--- config.mk ---
export PLATFORM = sky130hd
export DESIGN_NAME = comparator_scheduler_flat
export DESIGN_NICKNAME = d
export VERILOG_FILES = /design/src/rtl/comparator_sched_pkg.sv /design/src/rtl/comparator_scheduler_if.sv /design/src/rtl/rr_arbiter.sv /design/src/rtl/comparator_scheduler.sv /design/src/flat_wrapper.sv
export SDC_FILE = /design/constraint.sdc
export NUM_CORES = 1
export LEC_CHECK = 0
export ABC_AREA = 1
export BUFFER_PORTS_ARGS = -buffer_cell sky130_fd_sc_hd__clkbuf_2
export CAP_MARGIN = 20
export CORE_MARGIN = 2
export CORE_UTILIZATION = 52
export DETAILED_ROUTE_END_ITERATION = 8
export GPL_TIMING_DRIVEN = 1
export PLACE_DENSITY = 0.88
export SYNTH_ARGS = -nofsm -noshare
export SYNTH_HDL_FRONTEND = slang
export SYNTH_HIERARCHICAL = 1
export SYNTH_SLANG_ARGS = --single-unit
--- constraint.sdc ---
create_clock -name clk -period 8.5 [get_ports clk]
set_input_delay 0.425 -clock clk [delete_from_list [all_inputs] [get_ports clk]]
set_output_delay 0.425 -clock clk [all_outputs]
set_load 0.02 [all_outputs]
--- src/rtl/comparator_sched_pkg.sv ---
// Shared types and defaults for the comparator scheduler: FSM states,
// default sizing and the requester-id width helper.
package comparator_sched_pkg;

   localparam int unsigned N_REQ_DEF    = 4;
   localparam int unsigned DW_DEF       = 16;
   localparam int unsigned COMP_LAT_DEF = 2;
   localparam int unsigned CNT_W        = 4;

   // Requester index width; a single requester still needs one bit.
   function automatic int unsigned id_w(input int unsigned n);
      return (n > 1) ? $clog2(n) : 1;
   endfunction

   localparam int unsigned ID_W_DEF = id_w(N_REQ_DEF);

   typedef enum logic [1:0] {
      S_IDLE  = 2'd0,
      S_ISSUE = 2'd1,
      S_WAIT  = 2'd2,
      S_RESP  = 2'd3
   } state_t;

endpackage

--- src/rtl/comparator_scheduler_if.sv ---
// Request, datapath and response signals of the comparator scheduler.
// slave = scheduler side, master = requesters plus comparator datapath.
interface comparator_scheduler_if #(
   parameter int unsigned N_REQ = comparator_sched_pkg::N_REQ_DEF,
   parameter int unsigned DW    = comparator_sched_pkg::DW_DEF
);
   localparam int unsigned IDW = comparator_sched_pkg::id_w(N_REQ);

   logic [N_REQ-1:0]    req_valid;
   logic [N_REQ-1:0]    req_ready;
   logic [N_REQ*DW-1:0] req_pivot;
   logic [N_REQ*DW-1:0] req_lbp1;
   logic [N_REQ*DW-1:0] req_lbp2;
   logic [N_REQ-1:0]    req_minmax;

   logic [DW-1:0]       dp_pivot_x;
   logic [DW-1:0]       dp_lbp1_max;
   logic [DW-1:0]       dp_lbp2_min;
   logic                dp_minmax_on;
   logic                dp_lbp1_out;
   logic                dp_lbp2_out;

   logic                rsp_valid;
   logic                rsp_ready;
   logic [IDW-1:0]      rsp_id;
   logic                rsp_lbp1;
   logic                rsp_lbp2;

   modport slave (
      input  req_valid, req_pivot, req_lbp1, req_lbp2, req_minmax,
      output req_ready,
      output dp_pivot_x, dp_lbp1_max, dp_lbp2_min, dp_minmax_on,
      input  dp_lbp1_out, dp_lbp2_out,
      output rsp_valid, rsp_id, rsp_lbp1, rsp_lbp2,
      input  rsp_ready
   );

   modport master (
      output req_valid, req_pivot, req_lbp1, req_lbp2, req_minmax,
      input  req_ready,
      input  dp_pivot_x, dp_lbp1_max, dp_lbp2_min, dp_minmax_on,
      output dp_lbp1_out, dp_lbp2_out,
      input  rsp_valid, rsp_id, rsp_lbp1, rsp_lbp2,
      output rsp_ready
   );

endinterface

--- src/rtl/rr_arbiter.sv ---
// Combinational round-robin pick: first asserted request at or after ptr,
// wrapping at N_REQ-1, returned as one-hot grant plus index.
module rr_arbiter #(
   parameter int unsigned N_REQ = 4,
   parameter int unsigned IDW   = 2
) (
   input  logic [N_REQ-1:0] req,
   input  logic [IDW-1:0]   ptr,
   output logic [N_REQ-1:0] grant,
   output logic [IDW-1:0]   winner
);

   always_comb begin
      int unsigned    sum;
      logic [IDW-1:0] idx;
      grant  = '0;
      winner = '0;
      sum    = 0;
      idx    = '0;
      for (int unsigned k = 0; k < N_REQ; k++) begin
         sum = 32'(ptr) + k;
         if (sum >= N_REQ) sum = sum - N_REQ;
         idx = IDW'(sum);
         if (grant == '0 && req[idx]) begin
            grant[idx] = 1'b1;
            winner     = idx;
         end
      end
   end

endmodule

--- src/rtl/comparator_scheduler.sv ---
// Time-shares one comparator datapath among N_REQ requesters: round-robin
// grant, fixed-latency issue/wait, then a backpressured response.
module comparator_scheduler
   import comparator_sched_pkg::*;
#(
   parameter int unsigned N_REQ    = N_REQ_DEF,
   parameter int unsigned DW       = DW_DEF,
   parameter int unsigned COMP_LAT = COMP_LAT_DEF
) (
   input  logic                 clk,
   input  logic                 reset,
   comparator_scheduler_if.slave bus,
   output logic                 busy
);

   localparam int unsigned IDW = id_w(N_REQ);

   state_t           state, state_nx;
   logic [IDW-1:0]   ptr, ptr_nx;
   logic [IDW-1:0]   winner;
   logic [N_REQ-1:0] grant;
   logic [CNT_W-1:0] cnt, cnt_nx;
   logic [DW-1:0]    pivot_q, pivot_nx, lbp1_q, lbp1_nx, lbp2_q, lbp2_nx;
   logic             minmax_q, minmax_nx;
   logic [IDW-1:0]   rsp_id_q, rsp_id_nx;
   logic             rsp_valid_q, rsp_valid_nx;
   logic             rsp_lbp1_q, rsp_lbp1_nx, rsp_lbp2_q, rsp_lbp2_nx;
   logic             busy_q, busy_nx;

   rr_arbiter #(.N_REQ(N_REQ), .IDW(IDW)) u_arb (
      .req    (bus.req_valid),
      .ptr    (ptr),
      .grant  (grant),
      .winner (winner)
   );

   // Grant is an accept strobe in the same cycle the request is seen.
   assign bus.req_ready = (reset && state == S_IDLE) ? grant : '0;

   // Next-state and next-output logic.
   always_comb begin
      state_nx    = state;
      ptr_nx      = ptr;
      cnt_nx      = cnt;
      pivot_nx    = pivot_q;
      lbp1_nx     = lbp1_q;
      lbp2_nx     = lbp2_q;
      minmax_nx   = minmax_q;
      rsp_id_nx   = rsp_id_q;
      rsp_lbp1_nx = rsp_lbp1_q;
      rsp_lbp2_nx = rsp_lbp2_q;

      case (state)
         S_IDLE: begin
            if (|bus.req_valid) begin
               state_nx  = S_ISSUE;
               ptr_nx    = (32'(winner) == N_REQ - 1) ? '0 : IDW'(32'(winner) + 32'd1);
               pivot_nx  = bus.req_pivot[32'(winner)*DW +: DW];
               lbp1_nx   = bus.req_lbp1[32'(winner)*DW +: DW];
               lbp2_nx   = bus.req_lbp2[32'(winner)*DW +: DW];
               minmax_nx = bus.req_minmax[winner];
               rsp_id_nx = winner;
            end
         end
         S_ISSUE: begin
            cnt_nx   = CNT_W'(COMP_LAT - 1);
            state_nx = S_WAIT;
         end
         S_WAIT: begin
            if (cnt == '0) begin
               rsp_lbp1_nx = bus.dp_lbp1_out;
               rsp_lbp2_nx = bus.dp_lbp2_out;
               state_nx    = S_RESP;
            end else begin
               cnt_nx = cnt - CNT_W'(1);
            end
         end
         S_RESP: begin
            // Operands are released only once the response is taken.
            if (bus.rsp_ready) begin
               state_nx  = S_IDLE;
               pivot_nx  = '0;
               lbp1_nx   = '0;
               lbp2_nx   = '0;
               minmax_nx = 1'b0;
            end
         end
         default: state_nx = S_IDLE;
      endcase

      rsp_valid_nx = (state_nx == S_RESP);
      busy_nx      = (state_nx != S_IDLE);
   end

   // State and output registers.
   always_ff @(posedge clk or negedge reset) begin
      if (!reset) begin
         state       <= S_IDLE;
         ptr         <= '0;
         cnt         <= '0;
         pivot_q     <= '0;
         lbp1_q      <= '0;
         lbp2_q      <= '0;
         minmax_q    <= 1'b0;
         rsp_id_q    <= '0;
         rsp_valid_q <= 1'b0;
         rsp_lbp1_q  <= 1'b0;
         rsp_lbp2_q  <= 1'b0;
         busy_q      <= 1'b0;
      end else begin
         state       <= state_nx;
         ptr         <= ptr_nx;
         cnt         <= cnt_nx;
         pivot_q     <= pivot_nx;
         lbp1_q      <= lbp1_nx;
         lbp2_q      <= lbp2_nx;
         minmax_q    <= minmax_nx;
         rsp_id_q    <= rsp_id_nx;
         rsp_valid_q <= rsp_valid_nx;
         rsp_lbp1_q  <= rsp_lbp1_nx;
         rsp_lbp2_q  <= rsp_lbp2_nx;
         busy_q      <= busy_nx;
      end
   end

   assign bus.dp_pivot_x   = pivot_q;
   assign bus.dp_lbp1_max  = lbp1_q;
   assign bus.dp_lbp2_min  = lbp2_q;
   assign bus.dp_minmax_on = minmax_q;
   assign bus.rsp_valid    = rsp_valid_q;
   assign bus.rsp_id       = rsp_id_q;
   assign bus.rsp_lbp1     = rsp_lbp1_q;
   assign bus.rsp_lbp2     = rsp_lbp2_q;
   assign busy             = busy_q;

endmodule

--- src/flat_wrapper.sv ---
// flat-port wrapper written by rule: the top's interface ports become plain ports
module comparator_scheduler_flat import comparator_sched_pkg::*;
#(
   parameter int unsigned N_REQ    = N_REQ_DEF,
   parameter int unsigned DW       = DW_DEF,
   parameter int unsigned COMP_LAT = COMP_LAT_DEF
)
  (clk, reset, busy, bus_req_valid, bus_req_pivot, bus_req_lbp1, bus_req_lbp2, bus_req_minmax, bus_req_ready, bus_dp_pivot_x, bus_dp_lbp1_max, bus_dp_lbp2_min, bus_dp_minmax_on, bus_dp_lbp1_out, bus_dp_lbp2_out, bus_rsp_valid, bus_rsp_id, bus_rsp_lbp1, bus_rsp_lbp2, bus_rsp_ready);
  comparator_scheduler_if #(.N_REQ(N_REQ), .DW(DW)) bus_i ();
  input  logic clk;
  input  logic reset;
  output logic busy;
  input wire logic [$bits(bus_i.req_valid)-1:0] bus_req_valid;
  input wire logic [$bits(bus_i.req_pivot)-1:0] bus_req_pivot;
  input wire logic [$bits(bus_i.req_lbp1)-1:0] bus_req_lbp1;
  input wire logic [$bits(bus_i.req_lbp2)-1:0] bus_req_lbp2;
  input wire logic [$bits(bus_i.req_minmax)-1:0] bus_req_minmax;
  output wire logic [$bits(bus_i.req_ready)-1:0] bus_req_ready;
  output wire logic [$bits(bus_i.dp_pivot_x)-1:0] bus_dp_pivot_x;
  output wire logic [$bits(bus_i.dp_lbp1_max)-1:0] bus_dp_lbp1_max;
  output wire logic [$bits(bus_i.dp_lbp2_min)-1:0] bus_dp_lbp2_min;
  output wire logic [$bits(bus_i.dp_minmax_on)-1:0] bus_dp_minmax_on;
  input wire logic [$bits(bus_i.dp_lbp1_out)-1:0] bus_dp_lbp1_out;
  input wire logic [$bits(bus_i.dp_lbp2_out)-1:0] bus_dp_lbp2_out;
  output wire logic [$bits(bus_i.rsp_valid)-1:0] bus_rsp_valid;
  output wire logic [$bits(bus_i.rsp_id)-1:0] bus_rsp_id;
  output wire logic [$bits(bus_i.rsp_lbp1)-1:0] bus_rsp_lbp1;
  output wire logic [$bits(bus_i.rsp_lbp2)-1:0] bus_rsp_lbp2;
  input wire logic [$bits(bus_i.rsp_ready)-1:0] bus_rsp_ready;
  assign bus_i.req_valid = bus_req_valid;
  assign bus_i.req_pivot = bus_req_pivot;
  assign bus_i.req_lbp1 = bus_req_lbp1;
  assign bus_i.req_lbp2 = bus_req_lbp2;
  assign bus_i.req_minmax = bus_req_minmax;
  assign bus_req_ready = bus_i.req_ready;
  assign bus_dp_pivot_x = bus_i.dp_pivot_x;
  assign bus_dp_lbp1_max = bus_i.dp_lbp1_max;
  assign bus_dp_lbp2_min = bus_i.dp_lbp2_min;
  assign bus_dp_minmax_on = bus_i.dp_minmax_on;
  assign bus_i.dp_lbp1_out = bus_dp_lbp1_out;
  assign bus_i.dp_lbp2_out = bus_dp_lbp2_out;
  assign bus_rsp_valid = bus_i.rsp_valid;
  assign bus_rsp_id = bus_i.rsp_id;
  assign bus_rsp_lbp1 = bus_i.rsp_lbp1;
  assign bus_rsp_lbp2 = bus_i.rsp_lbp2;
  assign bus_i.rsp_ready = bus_rsp_ready;
  comparator_scheduler #(.N_REQ(N_REQ), .DW(DW), .COMP_LAT(COMP_LAT)) u_core (.clk(clk), .reset(reset), .bus(bus_i), .busy(busy));
endmodule
### Word-level counts from Yosys, hierarchy flattened

Cells that the tools add are included.

| storage, ports and cells | value |
|---|---|
| bits in registers | 63 |
| bits of input ports | 205 |
| output and inout bits | 59 |
| logic and storage cells | 117 |

| operators by class | value |
|---|---|
| add/sub/neg operators | 9 |
| magnitude comparators | 13 |
| eq/ne operators | 8 |
| shifts and indexed selects | 3 |
| mux-type cells | 48 |
| bitwise gates (word level) | 3 |
| reductions and logical operators | 21 |

Operator list:

| operator | count |
|---|---|
| variable part select 64 x 7 -> 16 bit | 3 |
| one-hot mux 16 bit (2 select lines) | 3 |
| 2-to-1 mux 16 bit | 4 |
| 2-to-1 mux 2 bit | 12 |
| 2-to-1 mux 4 bit | 6 |
| logical NOT 4 bit | 4 |
| less-than comparator 2 x 3 -> 1 bit, second input constant | 5 |
| OR 4 bit | 3 |
| 2-to-1 mux 1 bit | 11 |
| binary-select mux 1 bit (select 2 bit) | 5 |
| greater-or-equal comparator 3 bit, second input constant | 3 |
| demux 1 bit (select 2 bit) | 4 |
| equality test 2 bit, second input constant | 4 |
| greater-or-equal comparator 2 x 1 -> 1 bit, second input constant | 4 |
| logical AND 1 bit | 8 |
| one-hot mux 2 bit (4 select lines) | 1 |
| one-hot mux 4 bit (2 select lines) | 1 |
| subtractor 2 x 1 -> 2 bit, second input constant | 4 |
| adder 2 x 2 -> 3 bit, second input constant | 2 |
| != test 2 bit, second input constant | 3 |
| AND reduction 2 bit | 3 |
| nonzero test 2 bit | 3 |
| OR reduction 4 bit | 1 |
| subtractor 4 x 1 -> 4 bit, second input constant | 1 |
| other kinds (7) | 7 |

### Logic depth before layout (Yosys ltp)

| logic depth | value |
|---|---|
| word-level depth | 20 |
| depth in mapped cells | 24 |

### By module

Netlist, hierarchy kept.

Modules (own cells, without submodules):

| module | instances | cells an instance | area each (um^2) | sequential area each (um^2) |
|---|---|---|---|---|
| comparator_scheduler | 1 | 876 | 4967.3 | 1576.5 |
| rr_arbiter | 1 | 99 | 586.8 | 0.0 |

### Worst setup path before layout

No wires, ideal clock.

| timing path | value |
|---|---|
| kind | reg-to-reg |
| from | reg u_core.ptr[0] |
| to | reg u_core.pivot_q[10] (netlist: u_core/bus.dp_pivot_x[10]) |
| data arrival time | 2.807 ns |
| path slack | 5.576 ns |
| stages on the path, launching flop included | 25 |
| path buffers | 3 |
| period minus slack after synthesis | 2.924 ns |
| cells stage by stage | dfrtp_1 inv_2 ha_1 inv_1 nand3_1 o21ai_0 a21oi_2 nand3_1 nand2_2 nor2_2 nand3_1 nand2_2 nor2_8 nand2_2 nand2_1 nand2_1 buf_4 inv_4 buf_6 buf_6 nand2_1 nand3_1 nand2_1 nand2_1 nand2_1 |

| on the way | value |
|---|---|
| cells in the longest elaborated chain, start to end | 19 |
| elaborated cells between the ends (all ways) | 56 |

Ends and longest elaborated chain:

| what | RTL line | RTL |
|---|---|---|
| from (decl) | comparator_scheduler.sv:19 | `logic [IDW-1:0] ptr, ptr_nx;` |
| from (signal assigned) | comparator_scheduler.sv:112 | `ptr <= ptr_nx;` |
| parallel branches: the longest is 15 deep, another holds adder 2 x 1 -> 3 bit | -- |  |
| 2-to-1 mux 2 bit * | rr_arbiter.sv:24 | `if (grant == '0 && req[idx]) begin` |
| via u_core.winner[0] | comparator_scheduler.sv:20 | `logic [IDW-1:0] winner;` |
| variable part select 64 x 7 -> 16 bit * | comparator_scheduler.sv:58 | `pivot_nx = bus.req_pivot[32'(winner)*DW +: DW];` |
| 2-to-1 mux 16 bit * | comparator_scheduler.sv:55 | `if (\|bus.req_valid) begin` |
| one-hot mux 16 bit (2 select lines) * | comparator_scheduler.sv:53 | `case (state)` |
| to (signal assigned) | comparator_scheduler.sv:114 | `pivot_q <= pivot_nx;` |
| to (decl) | comparator_scheduler.sv:23 | `logic [DW-1:0] pivot_q, pivot_nx, lbp1_q, lbp1_nx, lbp2_q, lbp2_nx;` |

Mark *: on every way through the listed nets, which the timed path passes. The select of a mux whose other input is x is not followed.
A chain may end at the register's enable or synchronous reset.

### Worst setup path in the final report

| timing path | value |
|---|---|
| from | reg u_core.ptr[0] |
| to | reg u_core.pivot_q[2] (netlist: u_core/bus.dp_pivot_x[2]) |

The elaborated chain is that of the path after synthesis.

==> impl_metrics.json <==
{
  "status": "completed",
  "grt_pass1_wl_mm": 25.63,
  "finalCoreUtilization_pct": 68.45,
  "root_buffer": "clkbuf_8",
  "grt_overflow_total": 0,
  "yosys.area.top_type": "dfrtp_1",
  "drt_wl_total_mm": 15.72,
  "use_met1_pct": 33.73,
  "drv_slew": 0,
  "clock_skew_ns": 0.008581,
  "fp.dieH_um": 107.4,
  "n_antenna_cell": 0,
  "place_area_mm2": 0.006789,
  "min_period_ns": 4.472,
  "fin_nets": 1420,
  "drcViolationCount": 0,
  "cts_buffer_depth": 2,
  "timing.fmax_mhz": 223.6,
  "synth-xor-area-share_pct": 0,
  "die_area_mm2": 0.01152,
  "max_stage_delay_ns": 0.95,
  "ys.flop_type": "dfrtp_1",
  "synth_top_family_by_area": "simple AND/OR/NAND/NOR gates",
  "busiest_layer": "met2",
  "hold_viol_final": 0,
  "synth-seq-cells": 63,
  "crit_path_end_kind": "flip-flop",
  "rsz0062_at_grt": "false",
  "holdBufCountCts": 0,
  "cp.required_ns": 8.73,
  "synth-edff-count": 0,
  "post_cts_buffers": 0,
  "finalSetupViolCount": 0,
  "rows": 37,
  "cts_resized": 0,
  "crit_path_frequent_cell": "nand2_1",
  "wire_per_inst_um": 11.69,
  "core_mm2": 0.01037,
  "clk_pin_slew_ns": 0.07,
  "syn_inst": 975,
  "multi_input_area_mm2": 0.002860,
  "synth_compound_area_share_pct": 1.532,
  "synth_nets": 1191,
  "arrival_ns": 4.70,
  "nFillCells": 947,
  "antenna_found_initial": 0,
  "post-route-cell-area_mm2": 0.007098,
  "grt_util_met2_pct": 47.20,
  "globalRouteMet3Util_pct": 4.358,
  "portBuffers": 263,
  "post-place-cells": 1327,
  "regArea_mm2": 0.001577,
  "gp_congestion": 0.8921,
  "cts-buffers-inserted": 9,
  "synthTopCellsByArea": "dfrtp_1 (28%), nand2_1 (27%), nand3_1 (15%)",
  "vias": 6501,
  "timing.setup.tns_ns": 0,
  "synthSimpleGateAreaFrac_pct": 47.22,
  "min_path_type": "input pin to asynchronous set/reset pin",
  "grt_use_total_pct": 26.81,
  "dieWidth_um": 107.4,
  "cap_violations": 0,
  "grt_max_degree": 102,
  "synth_fa_ha_area_share_pct": 2.478,
  "drive_above_1_share_pct": 25.72,
  "yosysMostFrequentCell": "nand2_1",
  "clk_latency_ns": 0.34,
  "synth.area.mux_share_pct": 0,
  "start_util_pct": 53.56,
  "start_kind": "flip-flop",
  "htree_levels": 3,
  "crit_fanout": 101,
  "ant_nets": 0,
  "vias_per_cell": 4.833,
  "areaGrowthSynthToFinish_pct": 27.80,
  "hpwl_mm": 11.37,
  "yosys-top-cells-count": "nand2_1 (401), inv_1 (223), nand3_1 (171)",
  "period_share_pct": 52.61,
  "synthArstFlopShare_pct": 100.0,
  "tightest_slew_ns": 1.067,
  "synth_top_area_share_pct": 28.38,
  "syn_area_per_cell_um2": 5.696,
  "synth_cell_types": 29,
  "yosys_warnings": 6,
  "grt_pass1_vias": 5818,
  "stdcell_count": 1345,
  "clock-sinks": 63,
  "cts_tree": "done",
  "ios": 264,
  "drt-initial-drc-count": 436,
  "path_cells": "inv_2 -> ha_1 -> inv_1 -> nand3_1 -> o21ai_0 -> a21oi_2 -> nand3_1 -> nand2_2 -> nor2_2 -> nand3_1 -> nand2_2 -> nor2_8 -> nand2_2 -> nand2_1 -> nand2_4 -> inv_4 -> nand2_1 -> nand3_1 -> nand2_1 -> nand2_1 -> nand2_1",
  "ys_seq_area_share_pct": 28.38,
  "firstDrtPassIters": 5,
  "slew_headroom_pct": 28.61,
  "critPathSlowestCell": "inv_4",
  "worstSetupPathType": "flip-flop to flip-flop",
  "synthesis.area_mm2": 0.005554
}
## stage by stage
step | setup slack, ns | hold WS (ns)
3_5_place_dp | 4.085 | 0.4736
5_1_grt | 3.525 | 0.2934
3_3_place_gp | 4.203 | 0.4618
2_1_floorplan | 5.576 | 0.1294
4_1_cts | 4.049 | 0.2926
6_report | 4.028 | 0.2622
## cell families (layout without fill, tap and decap cells)
family | after synthesis | in the layout
fa+ha+maj | 11 | 11
flops | 63 | 63
compound gates | 14 | 14
simple gates | 611 | 611
buf+inv | 276 | 510
## cell type report
type                            count  area share (%)
Multi-Input combinational cell    636           40.30
Sequential cell                    63           22.21
Tap cell                          136           2.397
Clock inverter                      7           2.045
Inverter                          228           12.09
Timing Repair Buffer              266           19.21
Clock buffer                        9           1.745
## worst max-delay path: cells and delay by family, from the launching register on
kind / cells / cell delay (ns)
simple gates: 15 / 1.86
buf+inv: 3 / 1.21
flops: 1 / 0.56
fa+ha+maj: 1 / 0.35
compound gates: 2 / 0.33
## flip-flops by register name (all words and copies together) (netlist names)
signal and cells:
u_core/state 2, u_core/bus.dp_minmax_on 1, u_core/bus.rsp_lbp1 1, u_core/bus.rsp_id 2, u_core/ptr 2, u_core/bus.dp_pivot_x 16
u_core/bus.dp_lbp2_min 16, u_core/bus.rsp_lbp2 1, u_core/busy 1, u_core/bus.dp_lbp1_max 16, u_core/cnt 4, u_core/bus.rsp_valid 1
## final timing paths
| path | startpoint | endpoint | slack (ns) | cells after the start |
|---|---|---|---|---|
| max | u_core/ptr[0] | u_core/bus.dp_pivot_x[2] | 4.03 | 21 |
| min | reset | u_core/bus.dp_pivot_x[3] | 0.26 | 2 |
| max reg2reg | u_core/ptr[0] | u_core/bus.dp_pivot_x[2] | 4.03 | 21 |
| min reg2reg | u_core/cnt[0] | u_core/cnt[0] | 0.49 | 2 |
| max in group asynchronous | reset | u_core/bus.dp_lbp2_min[12] | 7.71 | 2 |
| min in group clk | bus_dp_lbp2_out | u_core/bus.rsp_lbp2 | 0.30 | 3 |
## cell usage in the layout, fill, tap and decap left out, types with 2 or more instances in the layout
| cell type | synthesis | final |
|---|---|---|
| o21ai_0 | 8 | 8 |
| nor2_1 | 14 | 14 |
| bufinv_16 | 0 | 4 |
| or2_0 | 2 | 2 |
| clkbuf_8 | 0 | 9 |
| inv_1 | 223 | 223 |
| nand2_1 | 401 | 399 |
| nand3_2 | 4 | 5 |
| nand3_1 | 171 | 170 |
| clkinv_4 | 0 | 2 |
| dfrtp_1 | 63 | 63 |
| clkbuf_2 | 1 | 262 |
| nand2_2 | 8 | 9 |
| inv_2 | 4 | 4 |
| nand2_4 | 2 | 3 |
| a21oi_1 | 2 | 2 |
| buf_12 | 0 | 2 |
| nor2_2 | 3 | 3 |
| ha_1 | 11 | 11 |
| nor2_8 | 2 | 2 |
## metal layers
metal / vias to the layer above / wire [µm]
met5: - / 0
met4: 0 / 317
met3: 39 / 1064
met2: 259 / 7862
met1: 2885 / 6472
li1: 3318 / -
Power is left out: the tool's default activity adds up to more than one toggle a clock period on the data nets, which glitch-free logic cannot reach.
